## src/rtl/keccak_arbiter.sv

```systemverilog
// keccak_arbiter: round-robin owner of a single 512-bit keccak core.
// One requester holds the core for a whole message; the core is cleared
// before each message and the resulting digest is returned tagged with the
// index of the requester that produced it.
module keccak_arbiter #(
    parameter int unsigned N   = 2,
    parameter int unsigned IDW = 3
) (
    input  logic             clk,
    input  logic             reset,
    input  logic [N-1:0]     req_valid,
    input  logic [32*N-1:0]  req_in,
    input  logic [N-1:0]     req_last,
    input  logic [2*N-1:0]   req_byte_num,
    output logic [N-1:0]     req_ready,
    output logic             core_reset,
    output logic [31:0]      core_in,
    output logic             core_in_ready,
    output logic             core_is_last,
    output logic [1:0]       core_byte_num,
    input  logic             core_buffer_full,
    input  logic [511:0]     core_out,
    input  logic             core_out_ready,
    output logic [511:0]     digest,
    output logic [IDW-1:0]   digest_id,
    output logic             digest_valid,
    output logic             busy,
    output logic [IDW-1:0]   grant_id
);

    typedef enum logic [2:0] {
        StIdle,
        StClr,
        StFeed,
        StWait,
        StDone
    } state_e;

    state_e         state_q, state_d;
    logic [IDW-1:0] ptr_q, ptr_d;
    logic [IDW-1:0] grant_q, grant_d;
    logic [511:0]   digest_q;
    logic [IDW-1:0] digest_id_q;
    logic           digest_valid_q;
    logic           core_reset_q;

    logic           sel_valid;
    logic           sel_last;
    logic [31:0]    sel_in;
    logic [1:0]     sel_bn;
    logic           feed;
    logic           accept;
    logic           found;
    int unsigned    pick;

    // Select the lane currently owning the core.
    always_comb begin
        sel_valid = 1'b0;
        sel_last  = 1'b0;
        sel_in    = '0;
        sel_bn    = '0;
        for (int unsigned k = 0; k < N; k++) begin
            if (32'(grant_q) == k) begin
                sel_valid = req_valid[k];
                sel_last  = req_last[k];
                sel_in    = req_in[32*k +: 32];
                sel_bn    = req_byte_num[2*k +: 2];
            end
        end
    end

    assign feed   = (state_q == StFeed);
    assign accept = feed & sel_valid & ~core_buffer_full;

    // Next-state logic; the grant search scans from ptr upward, then wraps to 0.
    always_comb begin
        state_d = state_q;
        grant_d = grant_q;
        ptr_d   = ptr_q;
        found   = 1'b0;
        pick    = 0;
        unique case (state_q)
            StIdle: begin
                for (int unsigned k = 0; k < N; k++) begin
                    if (!found && req_valid[k] && (k >= 32'(ptr_q))) begin
                        found = 1'b1;
                        pick  = k;
                    end
                end
                for (int unsigned k = 0; k < N; k++) begin
                    if (!found && req_valid[k]) begin
                        found = 1'b1;
                        pick  = k;
                    end
                end
                if (found) begin
                    grant_d = IDW'(pick);
                    state_d = StClr;
                end
            end
            StClr: state_d = StFeed;
            StFeed: begin
                if (accept && sel_last) begin
                    state_d = StWait;
                end
            end
            StWait: begin
                if (core_out_ready) begin
                    state_d = StDone;
                end
            end
            StDone: begin
                state_d = StIdle;
                ptr_d   = (32'(grant_q) == N - 1) ? '0 : grant_q + 1'b1;
            end
            default: state_d = StIdle;
        endcase
    end

    // State and registered outputs; the core is held cleared during reset.
    always_ff @(posedge clk or negedge reset) begin
        if (!reset) begin
            state_q        <= StIdle;
            ptr_q          <= '0;
            grant_q        <= '0;
            digest_q       <= '0;
            digest_id_q    <= '0;
            digest_valid_q <= 1'b0;
            core_reset_q   <= 1'b1;
        end else begin
            state_q        <= state_d;
            ptr_q          <= ptr_d;
            grant_q        <= grant_d;
            core_reset_q   <= (state_d == StClr);
            digest_valid_q <= (state_d == StDone);
            // Capture on entry to DONE so digest is stable while digest_valid pulses.
            if (state_q == StWait && core_out_ready) begin
                digest_q    <= core_out;
                digest_id_q <= grant_q;
            end
        end
    end

    // Ready goes only to the owning lane, and only when a word actually moves.
    always_comb begin
        req_ready = '0;
        for (int unsigned k = 0; k < N; k++) begin
            if (32'(grant_q) == k) begin
                req_ready[k] = accept;
            end
        end
    end

    assign core_in_ready = accept;
    assign core_in       = feed ? sel_in : '0;
    assign core_is_last  = feed & sel_last;
    assign core_byte_num = feed ? sel_bn : 2'b00;
    assign core_reset    = core_reset_q;
    assign digest        = digest_q;
    assign digest_id     = digest_id_q;
    assign digest_valid  = digest_valid_q;
    assign busy          = (state_q != StIdle);
    assign grant_id      = grant_q;

endmodule

```

## config.mk

```make
export PLATFORM = sky130hd
export DESIGN_NAME = keccak_arbiter
export DESIGN_NICKNAME = d
export VERILOG_FILES = /design/src/rtl/keccak_arbiter.sv
export SDC_FILE = /design/constraint.sdc
export NUM_CORES = 1
export LEC_CHECK = 0
export CORE_AREA = 2 2 447 449
export DETAILED_ROUTE_END_ITERATION = 10
export DIE_AREA = 0 0 449 451
export PLACE_DENSITY = 0.36
export SETUP_SLACK_MARGIN = 0.3
export SLEW_MARGIN = 20
export SYNTH_ARGS = -nofsm -noshare
export SYNTH_HDL_FRONTEND = slang
export SYNTH_SLANG_ARGS = --single-unit
export TNS_END_PERCENT = 30
```

## constraint.sdc

```tcl
create_clock -name clk -period 2.38 [get_ports clk]
set_input_delay 0.357 -clock clk [delete_from_list [all_inputs] [get_ports clk]]
set_output_delay 0.357 -clock clk [all_outputs]
set_load 0.01 [all_outputs]
```

### Yosys cells after proc, flatten, opt, wreduce, memory -nomap -nowiden

Cells that the tools add are included.

| storage, ports and cells | value |
|---|---|
| bits in registers | 526 |
| input bits | 588 |
| output and inout port bits | 559 |
| word-level logic and storage cells | 63 |

| operators by class | value |
|---|---|
| $add $sub $neg | 1 |
| magnitude comparators | 2 |
| equal/unequal tests | 7 |
| muxes and demuxes | 28 |
| bitwise gates (word level) | 4 |
| reduce and logical (&&, ||, !) cells | 14 |

Operators by type and width:

| operator | number |
|---|---|
| 2-to-1 mux 32 bit | 3 |
| 2-to-1 mux 3 bit | 6 |
| 2-to-1 mux 1 bit | 15 |
| case mux 3 bit (4 select lines) | 1 |
| equality test 3 x 1 -> 1 bit, second input constant | 3 |
| logical AND 1 bit | 7 |
| equality test 3 x 2 -> 1 bit, second input constant | 2 |
| equality test 3 bit, second input constant | 2 |
| >= comparator 1 x 3 -> 1 bit, first input constant | 2 |
| logical NOT 3 bit | 2 |
| 2-to-1 mux 2 bit | 3 |
| adder 3 x 1 -> 3 bit, second input constant | 1 |
| AND 1 bit | 3 |
| logical NOT 1 bit | 3 |
| nonzero test 3 bit | 1 |
| AND reduction 2 bit | 1 |
| NOT 1 bit | 1 |

### Depth between registers and ports, before layout

| depth | value |
|---|---|
| depth after elaboration | 20 |
| mapped depth | 6 |
| mapped depth without buffers | 4 |

### Worst setup path after synthesis

OpenSTA, ideal clock, no wires.

| timing | value |
|---|---|
| kind | register -> output |
| from | register grant_q[0] (netlist: grant_id[0]) |
| to | output req_ready[0] |
| data arrival time | 1453 ps |
| required time | 2023 ps |
| path slack | 570 ps |
| stages on the path, launching flop included | 5 |
| path buffers | 3 |
| cells stage by stage | dfrtp_1 -> buf_2 -> buf_2 -> buf_2 -> nor4b_1 |

| on the way | value |
|---|---|
| cells in the longest elaborated chain, start to end | 6 |
| elaborated cells between the ends (all ways) | 7 |
| those cells by class | 1 x eq/ne; 3 x mux; 2 x bitwise; 1 x reduce/logical |

RTL lines:

| element | line | text |
|---|---|---|
| from (decl) | 41 | `logic [IDW-1:0] grant_q, grant_d;` |
| from (signal assigned) | 133 | `grant_q <= grant_d;` |
| logical NOT 3 bit | 63, 148 |  |
| 2-to-1 mux 1 bit (2 in a row) | 63 | `if (32'(grant_q) == k) begin` |
| AND 1 bit (2 in a row) | 73 | `assign accept = feed & sel_valid & ~core_buffer_full;` |
| 2-to-1 mux 1 bit (*) | 148 | `if (32'(grant_q) == k) begin` |
| to (decl) | 15 | `output logic [N-1:0] req_ready,` |

Every way passes the cells marked *; elsewhere a longest branch is shown, timed or not.

### Worst setup path in the final report

| timing | value |
|---|---|
| from | register grant_q[0] (netlist: grant_id[0]) |
| to | output core_byte_num[1] |

| on the way | value |
|---|---|
| cells in the longest elaborated chain, start to end | 4 |
| elaborated cells between the ends (all ways) | 5 |
| those cells by class | 1 x eq/ne; 3 x mux; 1 x reduce/logical |

RTL lines:

| element | line | text |
|---|---|---|
| logical NOT 3 bit | 63 |  |
| 2-to-1 mux 2 bit | 63 |  |
| 2-to-1 mux 2 bit (*) | 63 |  |
| 2-to-1 mux 2 bit (*) | 157 | `assign core_byte_num = feed ? sel_bn : 2'b00;` |
| to (decl) | 20 | `output logic [1:0] core_byte_num,` |

Marks and branches as above.

==> metrics.md <==
| Metric | Value |
|---|---|
| Status | `finished, violations left` |
| Failing checks | `negative setup slack` |
| Critical path class | `flip-flop to output pin` |
| Max_slew headroom | `0.662` |
| Worst-skew pair later-pin latency | `0.67 ns` |
| CP Depth | `6` |
| P_leak | `0.0152 uW` |
| Switching pwr | `17,000 uW` |
| Via density per instance | `2.97` |
| Synth Area in Simple Gates | `0.0109` |
| Worst setup margin | `-0.183 ns` |
| Initial antenna violation count | `43` |
| Required time worst endpoint | `2.02 ns` |
| CP most frequent cell | `buf_12` |
| Netlist cell types | `25` |
| CTS Buf Count | `72` |
| Critical path launch point type | `flip-flop` |
| Hold WS | `0.221 ns` |
| Top FF cell, synth | `dfrtp_1` |
| Post-synthesis sequential area ratio | `0.646` |
| Mux share of post-synthesis cell area | `0.305` |
| Initial DRC count | `658` |
| Crit end category | `output pin` |
| Cell Count Post-Placement | `5,010` |
| Top delay family on crit path | `buffers and inverters` |
| Root Driver | `clkbuf_16` |
| Seq cells post-synth | `520` |
| WL final | `121 mm` |
| Tcrit/Tclk final | `1.08` |
| Area of the mapped netlist | `0.0202 mm^2` |
| Layout cells sized above 1 | `0.299` |
| CP max FO | `6` |
| Clock Skew | `0.0152 ns` |
| Non-filler cells, final | `5,181` |
| Net count, final | `3,035` |
| Gr usage total | `0.116` |
| Fin area | `0.0378 mm^2` |
| GPL Wtd Cong | `0.910` |
| Sequential share of power | `0.323` |
| Chip Height | `451 um` |
| Die width | `449 um` |
| CORE AREA | `0.198 mm^2` |
| DR DRC count | `0` |
| Max frequency | `390 MHz` |
| Area after DPL | `0.0351 mm^2` |
| Fin. Hold Viols | `0` |
| CP max-delay cell | `dfrtp_4` |
| Vias in the first global route | `16,400` |
| IO buf count | `1,142` |
| TritonCTS clock tree | `built` |
| Area Growth Syn to Fin | `87.4%` |
| Share of total power in the clock network | `0.229` |
| Clk buf depth | `3` |
| Final Setup Violations | `37` |
| Antenna Violating Nets Remaining | `0` |
| Site Rows | `164` |
| Placement Setup Slack | `-0.397 ns` |
| CTS sink count | `520` |
| Reg2reg path depth | `6` |
| Global-route wire length before repair | `159 mm` |
| Worst-Margin Slew | `0.505 ns` |
| First-pass DRT Iterations | `6` |
| Largest family of logic cells by synthesized area | `multiplexers` |
| Synth area leader | `dfrtp_1` |
| WL per Instance | `23.3 um` |
| Synth Area in XOR/XNOR | `0` |
| DP HPWL | `98.6 mm` |
| Combinational fraction of design power | `0.448` |
| Reg clk slew, reported paths | `0.06 ns` |
| Critical Path AT | `2.21 ns` |
| Max_cap viols | `0` |
| Adder-cell share of the synthesized area | `0` |
| H-tree depth | `3` |
| Largest net degree at the start of global routing | `58` |
| I/O pin cnt | `1,147` |
| Die area | `0.202 mm^2` |
| Initial Util | `0.102` |
| Worst path cell trace | `buf_12 -> buf_12 -> buf_16 -> mux2i_4 -> nor2_1 -> buf_4` |
| Int Power | `32,700 uW` |
| Slew Viols, Final | `0` |
| CP peak stage delay | `0.58 ns` |
| Via count | `15,400` |
| Synth top area share | `0.644` |
| Asr flop ratio synth | `1.00` |
| Final core utilization | `0.191` |
| EDFF count, synth | `0` |
| GRT Residual Overflow | `0` |
| Peak supply drop | `0.655 mV` |
| Cell Pwr Density | `1320 mW/mm^2` |
| Synth top area cells | `dfrtp_1, mux2_2, mux2_1` |
| Synth Instances | `1,200` |
| Compound-Gate Fraction of Synth Area | `0.00143` |
| RSZ-0062 raised after global routing | `true` |
| Yosys warns | `0` |
| Worst path bufs/invs | `4` |
| Sw Share | `0.343` |
| Tightest Hold Check Type | `input port to async pin` |
| Synthesized area per cell | `16.8 um^2` |
| Final min period | `2.56 ns` |
==> per-layer routing <==
metal  part of all wire  GRT usage  vias to the layer above
li1                   -          -                     6791
met1               0.40      0.138                     7804
met2               0.48      0.190                      628
met3               0.10     0.0485                      145
met4              0.017     0.0304                       10
met5            0.00066          0                        -
==> cells by family after synthesis <==
logic type      Yosys count
mux                     550
flops                   520
buf+inv                  73
simple gates             52
compound gates            4
other cells               1
==> cell usage after synthesis (all sizes together), types with 4 or more instances <==
cell type,instances
clkbuf,4
inv,4
dfrtp,519
nand2,4
buf,65
nor3,4
nor2,39
mux2,513
mux2i,37
==> worst reg2reg max path: stages, from the launching register on <==
cell and delay (ns):
dfrtp_1 0.38, buf_6 0.13, and3_1 0.17, nand2b_4 0.21, clkinv_16 0.18, buf_16 0.38
mux2_1 0.36
==> power by group through the flow <==
stage | registers, uW | clock network (uW) | logic, uW
floorplan | 17800 | 0 | 6490
global placement | 16200 | 0 | 23200
detailed placement | 16300 | 0 | 23100
CTS | 16200 | 11900 | 22700
global route | 16700 | 12300 | 23600
finish | 16100 | 11400 | 22300
==> cell usage in the layout (no fill, tap or decap), drive strengths merged, types with 5 or more instances in the layout <==
cell type      count
dfrtp            519
mux2             513
clkbuf           110
inv                5
nor2              39
mux2i             37
clkdlybuf4s50    911
buf              136
clkinv            13
dlygate4sd2      188
diode             24
==> sequential cells by signal, summed over array words and instances (netlist names) <==
register / flops
core_reset: 1
ptr_q: 1
digest: 512
digest_id: 1
state_q: 3
grant_id: 1
digest_valid: 1
==> repair_timing <==
item	in CTS	in global routing
gates cloned	3	1
pin swaps	5	18
buffers inserted	13	1
hold endpoints to repair	133	0
setup endpoints to repair	228	246
hold buffers	1	0
gates resized for setup	403	19
==> path summary, 6_finish.rpt <==
check | start | end | slack, ns
setup reg to reg | state_q[0]$_DFF_PN0_ | digest[363]$_DFFE_PN0P_ | 0.44
hold reg to reg | digest[363]$_DFFE_PN0P_ | digest[363]$_DFFE_PN0P_ | 0.48
hold / removal | reset | digest[196]$_DFFE_PN0P_ | 0.22
min in group clk | core_out[496] | digest[496]$_DFFE_PN0P_ | 0.28
max in group asynchronous | reset | digest[337]$_DFFE_PN0P_ | 1.20
setup / recovery | grant_id[0]$_DFFE_PN0P_ | core_byte_num[1] | -0.18
==> metrics by stage <==
stage,TNS (ns),total power [uW]
floorplan,0,24200
global placement,-1.12,39400
finish,-2.85,49800
global route,-6.20,52600
CTS,-6.08,50800
detailed placement,-1.15,39400
==> final cells by class <==
type	count	area [um^2]
diodes	24	60.1
clock buffers	110	2200
inverters	4	41.3
fillers	21700	160000
clock inverters	18	259
multi-input cells	610	6600
repair buffers	1238	12300
repair inverters	1	11.3
well taps	2656	3320
flip-flops and latches	520	13000
No activity file was read; power rests on OpenSTA's default activity.
